[config.mk]
export PLATFORM = sky130hd
export DESIGN_NAME = multi_tick_gen_flat
export DESIGN_NICKNAME = d
export VERILOG_FILES = /design/src/rtl/multi_tick_gen_if.sv /design/src/rtl/multi_tick_gen.sv /design/src/flat_wrapper.sv
export SDC_FILE = /design/constraint.sdc
export NUM_CORES = 1
export LEC_CHECK = 0
export BUFFER_PORTS_ARGS = -buffer_cell sky130_fd_sc_hd__buf_2
export CAP_MARGIN = 20
export CORE_MARGIN = 8
export CORE_UTILIZATION = 70
export CTS_CLUSTER_DIAMETER = 100
export DETAILED_ROUTE_END_ITERATION = 8
export PLACE_DENSITY = 0.88
export SYNTH_ARGS = -nofsm -noshare
export SYNTH_HDL_FRONTEND = slang
export SYNTH_SLANG_ARGS = --single-unit
export TNS_END_PERCENT = 20
[constraint.sdc]
create_clock -name clk -period 10.5 [get_ports clk]
set_input_delay 2.1 -clock clk [delete_from_list [all_inputs] [get_ports clk]]
set_output_delay 2.1 -clock clk [all_outputs]
set_load 0.02 [all_outputs]
[src/rtl/multi_tick_gen_if.sv]
// Control/status bundle for multi_tick_gen: per-channel enable/restart, the
// configuration write port with its ack/err response, and the tick outputs.
interface multi_tick_gen_if #(
  parameter int unsigned NUM_CH = 4,
  parameter int unsigned CNT_W  = 16
);
  localparam int unsigned CH_W = (NUM_CH > 1) ? $clog2(NUM_CH) : 1;

  logic [NUM_CH-1:0] enable;
  logic [NUM_CH-1:0] restart;
  logic              cfg_wr;
  logic [CH_W-1:0]   cfg_ch;
  logic [CNT_W-1:0]  cfg_div;
  logic              cfg_mode;
  logic              cfg_ack;
  logic              cfg_err;
  logic [NUM_CH-1:0] tick;
  logic [NUM_CH-1:0] tick_rise;

  modport master (
    output enable, restart, cfg_wr, cfg_ch, cfg_div, cfg_mode,
    input  cfg_ack, cfg_err, tick, tick_rise
  );

  modport slave (
    input  enable, restart, cfg_wr, cfg_ch, cfg_div, cfg_mode,
    output cfg_ack, cfg_err, tick, tick_rise
  );
endinterface

[src/rtl/multi_tick_gen.sv]
// Multi-channel programmable tick generator: per-channel divisor, square/pulse
// mode, enable and phase restart; every output is a register.
module multi_tick_gen #(
  parameter int unsigned NUM_CH      = 4,
  parameter int unsigned CNT_W       = 16,
  parameter int unsigned DEFAULT_DIV = 2
) (
  input  logic            clk,
  input  logic            reset,
  multi_tick_gen_if.slave bus
);
  localparam logic [CNT_W-1:0] ONE = CNT_W'(1);
  localparam logic [CNT_W-1:0] TWO = CNT_W'(2);

  logic [CNT_W-1:0]  cnt   [NUM_CH];
  logic [CNT_W-1:0]  div   [NUM_CH];
  logic [CNT_W-1:0]  cnt_n [NUM_CH];
  logic [NUM_CH-1:0] mode;
  logic [NUM_CH-1:0] f_n;
  logic [NUM_CH-1:0] tick_q;
  logic [NUM_CH-1:0] rise_q;
  logic              ack_q;
  logic              err_q;
  logic              cfg_ok;

  assign cfg_ok = bus.cfg_wr && (bus.cfg_div >= TWO) && (32'(bus.cfg_ch) < NUM_CH);

  // Next count and the output level it maps to, evaluated ahead of the edge
  // so tick registers the value belonging to the new count.
  always_comb begin
    f_n = '0;
    for (int unsigned i = 0; i < NUM_CH; i++) begin
      cnt_n[i] = (cnt[i] == div[i] - ONE) ? '0 : cnt[i] + ONE;
      if (mode[i])
        f_n[i] = (cnt_n[i] == div[i] - ONE);
      else
        f_n[i] = (cnt_n[i] >= div[i] - (div[i] >> 1));
    end
  end

  always_ff @(posedge clk or negedge reset) begin
    if (!reset) begin
      for (int unsigned i = 0; i < NUM_CH; i++) begin
        cnt[i] <= '0;
        div[i] <= CNT_W'(DEFAULT_DIV);
      end
      mode   <= '0;
      tick_q <= '0;
      rise_q <= '0;
      ack_q  <= 1'b0;
      err_q  <= 1'b0;
    end else begin
      ack_q <= bus.cfg_wr;
      err_q <= bus.cfg_wr & ~cfg_ok;
      for (int unsigned i = 0; i < NUM_CH; i++) begin
        if (cfg_ok && (32'(bus.cfg_ch) == i)) begin
          div[i]    <= bus.cfg_div;
          mode[i]   <= bus.cfg_mode;
          cnt[i]    <= '0;
          tick_q[i] <= 1'b0;
          rise_q[i] <= 1'b0;
        end else if (bus.restart[i]) begin
          cnt[i]    <= '0;
          tick_q[i] <= 1'b0;
          rise_q[i] <= 1'b0;
        end else if (bus.enable[i]) begin
          cnt[i]    <= cnt_n[i];
          tick_q[i] <= f_n[i];
          rise_q[i] <= f_n[i] & ~tick_q[i];
        end else begin
          rise_q[i] <= 1'b0;
        end
      end
    end
  end

  assign bus.tick      = tick_q;
  assign bus.tick_rise = rise_q;
  assign bus.cfg_ack   = ack_q;
  assign bus.cfg_err   = err_q;
endmodule
[src/flat_wrapper.sv]
// flat-port wrapper written by rule: the top's interface ports become plain ports
module multi_tick_gen_flat 
#(
  parameter int unsigned NUM_CH      = 4,
  parameter int unsigned CNT_W       = 16,
  parameter int unsigned DEFAULT_DIV = 2
)
  (clk, reset, bus_enable, bus_restart, bus_cfg_wr, bus_cfg_ch, bus_cfg_div, bus_cfg_mode, bus_cfg_ack, bus_cfg_err, bus_tick, bus_tick_rise);
  multi_tick_gen_if #(.NUM_CH(NUM_CH), .CNT_W(CNT_W)) bus_i ();
  input  logic clk;
  input  logic reset;
  input wire logic [$bits(bus_i.enable)-1:0] bus_enable;
  input wire logic [$bits(bus_i.restart)-1:0] bus_restart;
  input wire logic [$bits(bus_i.cfg_wr)-1:0] bus_cfg_wr;
  input wire logic [$bits(bus_i.cfg_ch)-1:0] bus_cfg_ch;
  input wire logic [$bits(bus_i.cfg_div)-1:0] bus_cfg_div;
  input wire logic [$bits(bus_i.cfg_mode)-1:0] bus_cfg_mode;
  output wire logic [$bits(bus_i.cfg_ack)-1:0] bus_cfg_ack;
  output wire logic [$bits(bus_i.cfg_err)-1:0] bus_cfg_err;
  output wire logic [$bits(bus_i.tick)-1:0] bus_tick;
  output wire logic [$bits(bus_i.tick_rise)-1:0] bus_tick_rise;
  assign bus_i.enable = bus_enable;
  assign bus_i.restart = bus_restart;
  assign bus_i.cfg_wr = bus_cfg_wr;
  assign bus_i.cfg_ch = bus_cfg_ch;
  assign bus_i.cfg_div = bus_cfg_div;
  assign bus_i.cfg_mode = bus_cfg_mode;
  assign bus_cfg_ack = bus_i.cfg_ack;
  assign bus_cfg_err = bus_i.cfg_err;
  assign bus_tick = bus_i.tick;
  assign bus_tick_rise = bus_i.tick_rise;
  multi_tick_gen #(.NUM_CH(NUM_CH), .CNT_W(CNT_W), .DEFAULT_DIV(DEFAULT_DIV)) u_core (.clk(clk), .reset(reset), .bus(bus_i));
endmodule
==> results.tsv, run 1 <==
stage	metric	value	unit
sta	fin_tns_setup	0	ns
drt	firstDrtPassIters	6	
global_route	overflow	0	
global_route	grt_use_total	0.337	
critical_path	cp_num_buf_inv	1	
drt	drc	0	
synth	synth_flop_cell	dfrtp_1	
global_route	grt_pass1_wl	79.0	mm
drt	ant_nets	0	
hold_path	hold_class	flip-flop to flip-flop	
finish	finalNetCount	2281	
global_route	antenna_found_initial	2	
clock_tree	path_clk_slew	0.07	ns
global_route	grt_max_degree	79	
finish	fillers	1866	
sta	worst_pin_slew	1.01	ns
critical_path	worst_setup_path_start_kind	flip-flop	
power_and_ir_drop	ir_worst_vdd	0.000118	V
status	outcome	finished clean	
sta	period_share	0.498	
finish	diodes	0	
synth	syn_area_per_cell	8.20	um2
synth	syn-cell-area	16900	um2
clock_tree	htree_levels	4	
drt	finalWirelength	49.2	mm
global_route	grt_pass1_vias	15379	
run	maxCapViolCount	0	
critical_path	critPathMaxStageDelay	0.70	ns
critical_path	path_max_fanout	22	
synth	yosysTopAreaCellShare	0.204	
drt	dr_total_vias	16079	
synth	syn_nets	2293	
sta	fmax	191	MHz
die	initial_core_util	0.705	
die	die_h	172	um
synth	ys_seq_area_frac	0.210	
clock_tree	post-cts-setup-buffer-count	0	
synth	synth_cell_types	101	
sta	hold_viol_final	0	
synth	postSynthCellCount	2067	
clock_tree	holdBufCountCts	0	
critical_path	cp_slowest_cell	and3_1	
clock_tree	cts_sinks	142	
place	portBuffers	39	
synth	ys_ff_latch	142	
sta	rsz0062_at_grt	no	
critical_path	crit_required	10.81	ns
synth	synthArstFlopShare	1.00	
sta	maxSlewViolCount	0	
critical_path	cp.depth	18	
die	die_x	172	um
synth	yosys.area.top_type	dfrtp_1	
power_and_ir_drop	p_leak	7.92	nW
clock_tree	cts_buffers	17	
drt	vias_per_cell	6.72	
synth	synth_area_leaders	dfrtp_1, ha_1, xnor2_1, o21ai_0, nand2_1	
critical_path	cp.arrival	5.54	ns
clock_tree	cts_buffer_depth	2	
clock_tree	cts_tree	done	
critical_path	crit_family	compound AO/OA/AOI/OAI gates	
drt	wire_per_inst	20.6	um
sta	setup_viol	0	
critical_path	path_common_cell	a21o_1	
hold_path	min_path_cells	1	
die	rows	57	
finish	layout-drive-gt1-share	0.0721	
place	dpl.hpwl	38.5	mm
critical_path	worstRegToRegCells	18	
die	ios	40	
power_and_ir_drop	p_per_area	157	nW/um2
synth	synth_warnings	0	
finish	utilization	0.743	
sta	fin_skew	0.0129	ns
finish	area_growth_syn_to_layout	5.33	%
sta	slew_headroom	0.323	
die	die_area	29400	um2
sta	min_period	5.23	ns
critical_path	critical_path.cell_chain	inv_1, ha_1, nand3_2, o32ai_2, xnor3_1, nor4b_2, and3_1, or2_2, ha_1, nand2b_1, a21o_1, a21o_1, a21o_1, a21o_1, a2111oi_0, o21ai_0, a311oi_1, nor4_1	
synth	synth-edff-count	0	
critical_path	cp-end-kind	flip-flop	
clock_tree	root_buffer	clkbuf_16	
critical_path	crit_type	flip-flop to flip-flop	
clock_tree	insertion_delay	0.44	ns
drt	drtIter0Drc	1628	
die	core_area	24000	um2
place	gp_congestion	1.00	
clock_tree	cts_resized	0	
## Yosys cell counts (all sizes together) (30+ instances only)
cell    instances
xnor2         162
nor2          168
nand4          38
nand2         187
a21oi          62
ha            192
nor3           52
nor4           39
dfrtp         138
xor2           41
o21ai         161
nor2b          43
a21o           30
inv           135
clkbuf         57
nand3          65
## cell usage in the layout, fill, tap and decap left out, types with 13 or more instances in the layout
cell type	count
a2111oi_0	13
inv_1	135
nor2_1	167
buf_2	38
o2111ai_1	17
a31oi_1	15
xnor3_1	22
nand2_1	187
o21ai_0	159
mux2i_1	15
and3_1	17
xnor2_1	159
nand3_1	64
nand2b_1	27
clkbuf_16	17
or3_1	20
mux2_2	20
and4_1	17
or2_2	13
xor2_1	41
ha_1	192
nor3_1	50
nor3b_1	13
and2_1	16
nor2b_1	43
o22ai_1	13
nor4_1	35
a21o_1	30
a21oi_1	62
dfrtp_1	138
nand4_1	37
o21bai_1	25
## per-stage QoR
step	power, mW	hold slack [ns]	instances	setup slack, ns	cell area, um2
CTS	2.78	0.454	2390	5.30	17800
finish	2.81	0.457	2392	5.27	17800
global route	2.99	0.475	2392	4.81	17800
floorplan	1.81	0.486	2067	5.89	16900
detailed placement	2.18	0.445	2358	5.33	17300
global placement	2.13	0.447	2358	5.44	17300
## logic make-up after synthesis
group	count (synthesis)	synth area share
and+or+nand+nor	766	0.237
DFF	142	0.210
AOI/OAI and AO/OA	484	0.195
buffers and inverters	217	0.0507
adders and majority gates	196	0.147
xor gates and xnor gates	227	0.139
muxes	35	0.0222
## worst paths after layout
check	from	endpoint	slack [ns]
hold reg to reg	u_core.bus.tick[0]$_DFFE_PN0P_	u_core.bus.tick_rise[0]$_DFF_PN0_	0.46
setup reg to reg	u_core.div[19]$_DFFE_PN0P_	u_core.bus.tick_rise[2]$_DFF_PN0_	5.27
min in group asynchronous	reset	u_core.cnt[44]$_DFFE_PN0P_	1.68
max in group asynchronous	reset	u_core.div[12]$_DFFE_PN0P_	7.43
setup / recovery	u_core.div[19]$_DFFE_PN0P_	u_core.bus.tick_rise[2]$_DFF_PN0_	5.27
hold / removal	u_core.bus.tick[0]$_DFFE_PN0P_	u_core.bus.tick_rise[0]$_DFF_PN0_	0.46
## layer usage
layer	wire length, um	share of wire	up-vias	GRT usage
met5	27	0.00055	-	0
met4	2210	0.045	4	0.160
met1	20300	0.41	7648	0.432
met2	22700	0.46	825	0.547
met3	3970	0.081	164	0.0542
li1	-	-	7438	-
## sequential cells by signal, summed over array words and instances, names as in the netlist
register              flops
u_core.bus.tick_rise      4
u_core.bus.tick           4
u_core.cnt               64
u_core.mode               4
u_core.bus.cfg_err        1
u_core.div               64
u_core.bus.cfg_ack        1
## where the power goes
group | switching (mW) | total (mW) | internal [mW]
combinational | 0.882 | 1.53 | 0.650
sequential | 0.0872 | 0.685 | 0.598
clock | 0.278 | 0.591 | 0.314
total | 1.25 | 2.81 | 1.56
## final cells by class
type | instances | area [um2] | share of cell area
sequential | 142 | 3560 | 0.199
clock inverter | 13 | 104 | 0.00582
clock buffer | 19 | 443 | 0.0248
timing repair buffer | 51 | 295 | 0.0165
multi-input combinational | 1708 | 12500 | 0.702
tap | 324 | 405 | 0.0227
inverter | 135 | 507 | 0.0284
No activity file was read; power rests on OpenSTA's default activity.
==> inputs of run 2 (changes only) <==
Settings changed: ABC_AREA set to 1, CORE_UTILIZATION 70 to 59, PLACE_DENSITY 0.88 to 0.79.
Clock period 10.5 ns to 4.2 ns, I/O delays scaled along.
==> run 2 against run 1 <==
Compared with the run above: final area down 2.4%; synthesized cell count increased by 18%; fmax grew 33%; global-route usage fell by 6.9 points.
==> results.tsv, run 2 <==
stage	metric	value	unit
critical_path	worst_setup_path_start_kind	flip-flop	
finish	diodes	0	
drt	drc	0	
clock_tree	cts_buffer_depth	2	
die	ios	40	
sta	fin_skew	0.0175	ns
critical_path	path_common_cell	nand2_1	
critical_path	crit_family	compound AO/OA/AOI/OAI gates	
sta	worst_pin_slew	0.772	ns
clock_tree	cts_tree	done	
global_route	grt_use_total	0.267	
critical_path	r2r_setup_slack	0.27	ns
global_route	antenna_found_initial	1	
drt	drtIter0Drc	1271	
synth	yosysTopAreaCellShare	0.216	
drt	ant_nets	0	
die	rows	60	
run	maxCapViolCount	0	
synth	ys_ff_latch	142	
clock_tree	path_clk_slew	0.07	ns
critical_path	critical_path.cell_chain	inv_1, ha_2, nor2_1, nand2_1, nand2_1, nand4_1, nand2_1, a21boi_0, o21ai_0, a21boi_0, nor2_1, nor2_1, nor2_1, nor2_1, xor2_1, ha_1, a211o_1, a21oi_1, nand2_1, o21bai_1, inv_1, nand2_1, nand2_1	
die	core_area	26700	um2
finish	fillers	2415	
critical_path	path_max_fanout	5	
status	outcome	finished clean	
sta	slew_headroom	0.485	
clock_tree	root_buffer	clkbuf_16	
synth	syn_nets	2674	
synth	synth_top_cells_by_count	nand2_1, inv_1, nand3_1	
finish	reg_top3	u_core.cnt (64), u_core.div (64)	
synth	ys_seq_area_frac	0.223	
synth	synth_flop_cell	dfrtp_1	
sta	layout_setup_ws	0.274	ns
global_route	overflow	0	
place	gp_congestion	0.984	
finish	final_common_cell	nand2_1	
clock_tree	insertion_delay	0.45	ns
critical_path	cp_slowest_cell	dfstp_2	
place	dpl.hpwl	35.1	mm
synth	syn-cell-area	16000	um2
synth	syn_area_per_cell	6.52	um2
place	place_ws	0.119	ns
finish	final_cell_mix	nand2_1, inv_1, nand3_1, ha_1, nor2_1	
synth	postSynthCellCount	2448	
place	dpl-instance-area	16600	um2
drt	firstDrtPassIters	6	
synth	yosys.area.top_type	dfrtp_1	
synth	synth-edff-count	0	
power_and_ir_drop	ir_worst_vdd	0.000283	V
synth	synthArstFlopShare	1.00	
sta	setup_viol	0	
global_route	grt_max_degree	81	
critical_path	critPathMaxStageDelay	0.60	ns
clock_tree	cts_sinks	142	
die	die_area	32600	um2
die	initial_core_util	0.597	
critical_path	crit_required	4.53	ns
global_route	grt_pass1_vias	15224	
hold_path	hold_class	input port to async pin	
sta	min_period	3.93	ns
finish	final_cell_area	17400	um2
power_and_ir_drop	p_leak	9.98	nW
synth	synth_area_leaders	dfrtp_1, nand2_1, ha_1, inv_1, nand3_1	
synth	synth_cell_types	53	
synth	synth_warnings	0	
finish	area_growth_syn_to_layout	9.12	%
critical_path	cp-end-kind	flip-flop	
sta	period_share	0.935	
synth	synthMostInstantiatedCell	nand2_1	
sta	maxSlewViolCount	0	
drt	vias_per_cell	5.54	
critical_path	cp_num_buf_inv	2	
drt	wire_per_inst	15.5	um
drt	finalWirelength	44.5	mm
clock_tree	htree_levels	4	
critical_path	crit_type	flip-flop to flip-flop	
sta	rsz0062_at_grt	yes	
sta	hold_viol_final	0	
drt	dr_total_vias	15857	
finish	layout-drive-gt1-share	0.0824	
power_and_ir_drop	p_per_area	396	nW/um2
finish	finalNetCount	2736	
critical_path	cp.arrival	4.26	ns
global_route	grt_pass1_wl	72.4	mm
die	die_x	180	um
sta	fmax	255	MHz
clock_tree	cts_buffers	17	
die	die_h	180	um
power_and_ir_drop	p_total	6.90	mW
place	portBuffers	39	
==> run 2: changes by cell type after synthesis, sizes merged, moves of 43 or more <==
cell and delta:
nand2 +545, inv +310, xnor2 -161, nand3 +151, xor2 +67, o22ai +51
o21ai -47, nor2b -43
==> run 2: per-stage QoR <==
step | TNS [ns] | utilization | hold slack [ns] | instances
6_report | 0 | 0.652 | 0.433 | 2864
5_1_grt | -0.0314 | 0.652 | 0.484 | 2864
3_5_place_dp | 0 | 0.622 | 0.439 | 2825
3_3_place_gp | 0 | 0.622 | 0.437 | 2825
2_1_floorplan | 0 | - | 0.453 | 2448
4_1_cts | 0 | 0.646 | 0.451 | 2857
==> run 2: area by class of cell <==
type | instances | area, um2 | share of cell area
flip-flops and latches | 142 | 3560 | 0.204
well taps | 341 | 427 | 0.0245
clock inverters | 14 | 204 | 0.0117
inverters | 445 | 1670 | 0.0959
clock buffers | 18 | 439 | 0.0252
multi-input cells | 1826 | 10600 | 0.609
repair buffers | 78 | 507 | 0.0291
==> run 2: per-layer routing <==
| metal | vias up | global-route usage | share of wire |
|---|---|---|---|
| met5 | - | 0 | 0.00029 |
| met3 | 83 | 0.0401 | 0.055 |
| met1 | 7356 | 0.322 | 0.42 |
| met2 | 468 | 0.478 | 0.49 |
| li1 | 7948 | - | - |
| met4 | 2 | 0.0933 | 0.028 |
==> run 2: what timing repair did <==
item                                    in CTS  in global routing
gates resized for setup                      0                 43
endpoints found under the setup margin       0                  8
hold buffers                                 0                  0
buffers inserted                             0                  6
==> run 2: kinds of logic after synthesis <==
| logic type | count (synthesis) | synth area share |
|---|---|---|
| AND/OR/NAND/NOR | 1220 | 0.331 |
| buffers and inverters | 481 | 0.118 |
| AO/OA/AOI/OAI | 296 | 0.106 |
| adder cells (fa/ha/maj) | 196 | 0.156 |
| flip-flops | 142 | 0.223 |
| XOR/XNOR | 113 | 0.0655 |
==> run 2: path summary, 6_finish.rpt <==
kind                                                 from                                end  cells past startpoint
setup reg to reg               u_core.div[17]$_DFFE_PN1P_     u_core.bus.tick[2]$_DFFE_PN0P_                     23
max in group asynchronous                           reset          u_core.div[0]$_DFFE_PN0P_                      2
min in group clk           u_core.bus.tick[3]$_DFFE_PN0P_  u_core.bus.tick_rise[3]$_DFF_PN0_                      1
hold / removal                                      reset         u_core.cnt[37]$_DFFE_PN0P_                      1
hold reg to reg            u_core.bus.tick[3]$_DFFE_PN0P_  u_core.bus.tick_rise[3]$_DFF_PN0_                      1
setup / recovery               u_core.div[17]$_DFFE_PN1P_     u_core.bus.tick[2]$_DFFE_PN0P_                     23
==> run 2: where the power goes <==
group / leakage [nW] / total (mW) / internal (mW) / switching [mW]
Sequential: 1.86 / 1.63 / 1.49 / 0.146
Combinational: 7.80 / 3.53 / 1.27 / 2.26
Clock: 0.310 / 1.73 / 1.02 / 0.705
==> inputs of run 3 (changes only) <==
Settings changed: PLACE_DENSITY 0.79 to 0.78.
==> run 3 against run 2 <==
Compared with the run above: combinational power down 2%; fmax down 0.12%; global-route usage up 0.26 points; sequential power about the same; final cell count down 0.45%; count of clock-buffer cells in the layout down 1; final area down 0.66%; hold slack worse by 0.00066 ns; non-clock buffer count down 12; clock skew down 0.0018 ns; largest power group unchanged.
==> results.tsv, run 3 (synthesis gave the netlist of run 2 again) <==
stage	metric	value	unit
die	die_area	32600	um2
critical_path	cp.arrival	4.25	ns
sta	fin_skew	0.0157	ns
global_route	grt_pass1_wl	72.6	mm
power_and_ir_drop	p_total	6.90	mW
drt	drtIter0Drc	1267	
power_and_ir_drop	p_leak	9.93	nW
critical_path	crit_type	flip-flop to flip-flop	
finish	area_growth_syn_to_layout	8.40	%
die	die_h	180	um
critical_path	cp-end-kind	flip-flop	
clock_tree	cts_tree	done	
clock_tree	root_buffer	clkbuf_16	
global_route	grt_use_total	0.270	
sta	slew_headroom	0.438	
clock_tree	cts_buffer_depth	2	
power_and_ir_drop	p_per_area	399	nW/um2
drt	vias_per_cell	5.50	
global_route	grt_max_degree	86	
drt	wire_per_inst	15.6	um
status	outcome	finished clean	
place	portBuffers	39	
clock_tree	cts_buffers	17	
place	dpl.hpwl	35.1	mm
critical_path	path_max_fanout	5	
sta	holdWs	0.432	ns
drt	ant_nets	0	
global_route	overflow	0	
drt	dr_total_vias	15675	
sta	worst_pin_slew	0.836	ns
critical_path	worstRegToRegCells	25	
finish	finalNetCount	2723	
finish	layout-drive-gt1-share	0.0737	
die	die_x	180	um
global_route	antenna_found_initial	0	
clock_tree	path_clk_slew	0.08	ns
sta	hold_viol_final	0	
die	ios	40	
sta	period_share	0.936	
critical_path	worst_setup_path_start_kind	flip-flop	
die	core_area	26700	um2
clock_tree	cts_sinks	142	
finish	final_common_cell	nand2_1	
finish	final_cell_mix	nand2_1, inv_1, nand3_1, ha_1, nor2_1	
drt	drc	0	
sta	rsz0062_at_grt	yes	
power_and_ir_drop	ir_worst_vdd	0.000306	V
drt	finalWirelength	44.4	mm
finish	reg_top3	u_core.cnt (64), u_core.div (64)	
hold_path	hold_class	input port to async pin	
run	maxCapViolCount	0	
sta	setup_viol	0	
drt	firstDrtPassIters	5	
finish	diodes	0	
critical_path	r2r_start	u_core.div[49]$_DFFE_PN1P_	
sta	min_period	3.93	ns
critical_path	r2r_setup_slack	0.27	ns
critical_path	crit_required	4.52	ns
clock_tree	htree_levels	4	
clock_tree	insertion_delay	0.44	ns
critical_path	rr_endpoint	u_core.bus.tick[0]$_DFFE_PN0P_	
global_route	grt_pass1_vias	15102	
place	gp_congestion	0.956	
die	rows	60	
die	initial_core_util	0.597	
sta	maxSlewViolCount	0	
sta	fmax	254	MHz
run 3: metrics by stage:
step           instances   util  worst slack (ns)  area, um2  setup TNS [ns]
4_1_cts             2848  0.644            0.0371      17200               0
2_1_floorplan       2448      -             0.496      16000               0
3_5_place_dp        2816  0.619             0.151      16500               0
3_3_place_gp        2816  0.619             0.207      16500               0
6_report            2851  0.647             0.270      17300               0
5_1_grt             2851  0.647           -0.0506      17300         -0.0596
run 3: critical path: stages, from the launching register on:
cell,delay [ns]
dfstp_2,0.58
ha_1,0.16
inv_1,0.06
fa_1,0.40
nand3_1,0.13
a21oi_1,0.08
o21ai_1,0.16
nand2_1,0.09
nand2_1,0.08
nand2_1,0.06
a21oi_2,0.13
nor2_1,0.05
inv_1,0.06
nand3b_1,0.08
o21ai_2,0.09
o21ai_1,0.09
xor2_1,0.16
ha_1,0.28
nand4_1,0.11
inv_1,0.06
a2111oi_2,0.34
nand3_1,0.14
o211ai_1,0.19
inv_1,0.08
nand3_1,0.08
nand2_1,0.06
run 3: how the worst max path moves through the flow:
stage | slack (ns) | startpoint | to
floorplan | 0.50 | u_core.div[49]$_DFFE_PN1P_ | u_core.bus.tick[0]$_DFFE_PN0P_
global placement | 0.21 | u_core.div[49]$_DFFE_PN1P_ | u_core.bus.tick[0]$_DFFE_PN0P_
detailed placement | 0.15 | u_core.div[49]$_DFFE_PN1P_ | u_core.bus.tick[0]$_DFFE_PN0P_
CTS | 0.04 | u_core.div[49]$_DFFE_PN1P_ | u_core.bus.tick[0]$_DFFE_PN0P_
global route | -0.05 | u_core.div[49]$_DFFE_PN1P_ | u_core.bus.tick[0]$_DFFE_PN0P_
finish | 0.27 | u_core.div[49]$_DFFE_PN1P_ | u_core.bus.tick[0]$_DFFE_PN0P_
run 3: area by class of cell:
class                           count  area, um2
Multi-Input combinational cell   1825      10600
Fill cell                        2419       9430
Sequential cell                   142       3560
Inverter                          445       1670
Tap cell                          341        427
Clock buffer                       17        425
Timing Repair Buffer               66        404
Clock inverter                     15        234
run 3: routing by layer:
| metal | vias to the layer above | part of all wire | track usage |
|---|---|---|---|
| li1 | 7909 | - | - |
| met1 | 7204 | 0.44 | 0.337 |
| met2 | 454 | 0.48 | 0.465 |
| met3 | 108 | 0.052 | 0.0361 |
| met4 | 0 | 0.036 | 0.106 |
| met5 | - | 0 | 0 |
run 3: power breakdown:
group | internal (mW) | switching, mW
sequential | 1.49 | 0.158
combinational | 1.25 | 2.22
clock | 1.07 | 0.718
run 3: what timing repair did:
item                       in CTS  in global routing
setup buffers                   0                  3
gates resized for setup         0                 35
hold endpoints to repair        0                  0
hold buffers                    0                  0
setup endpoints to repair       0                  8
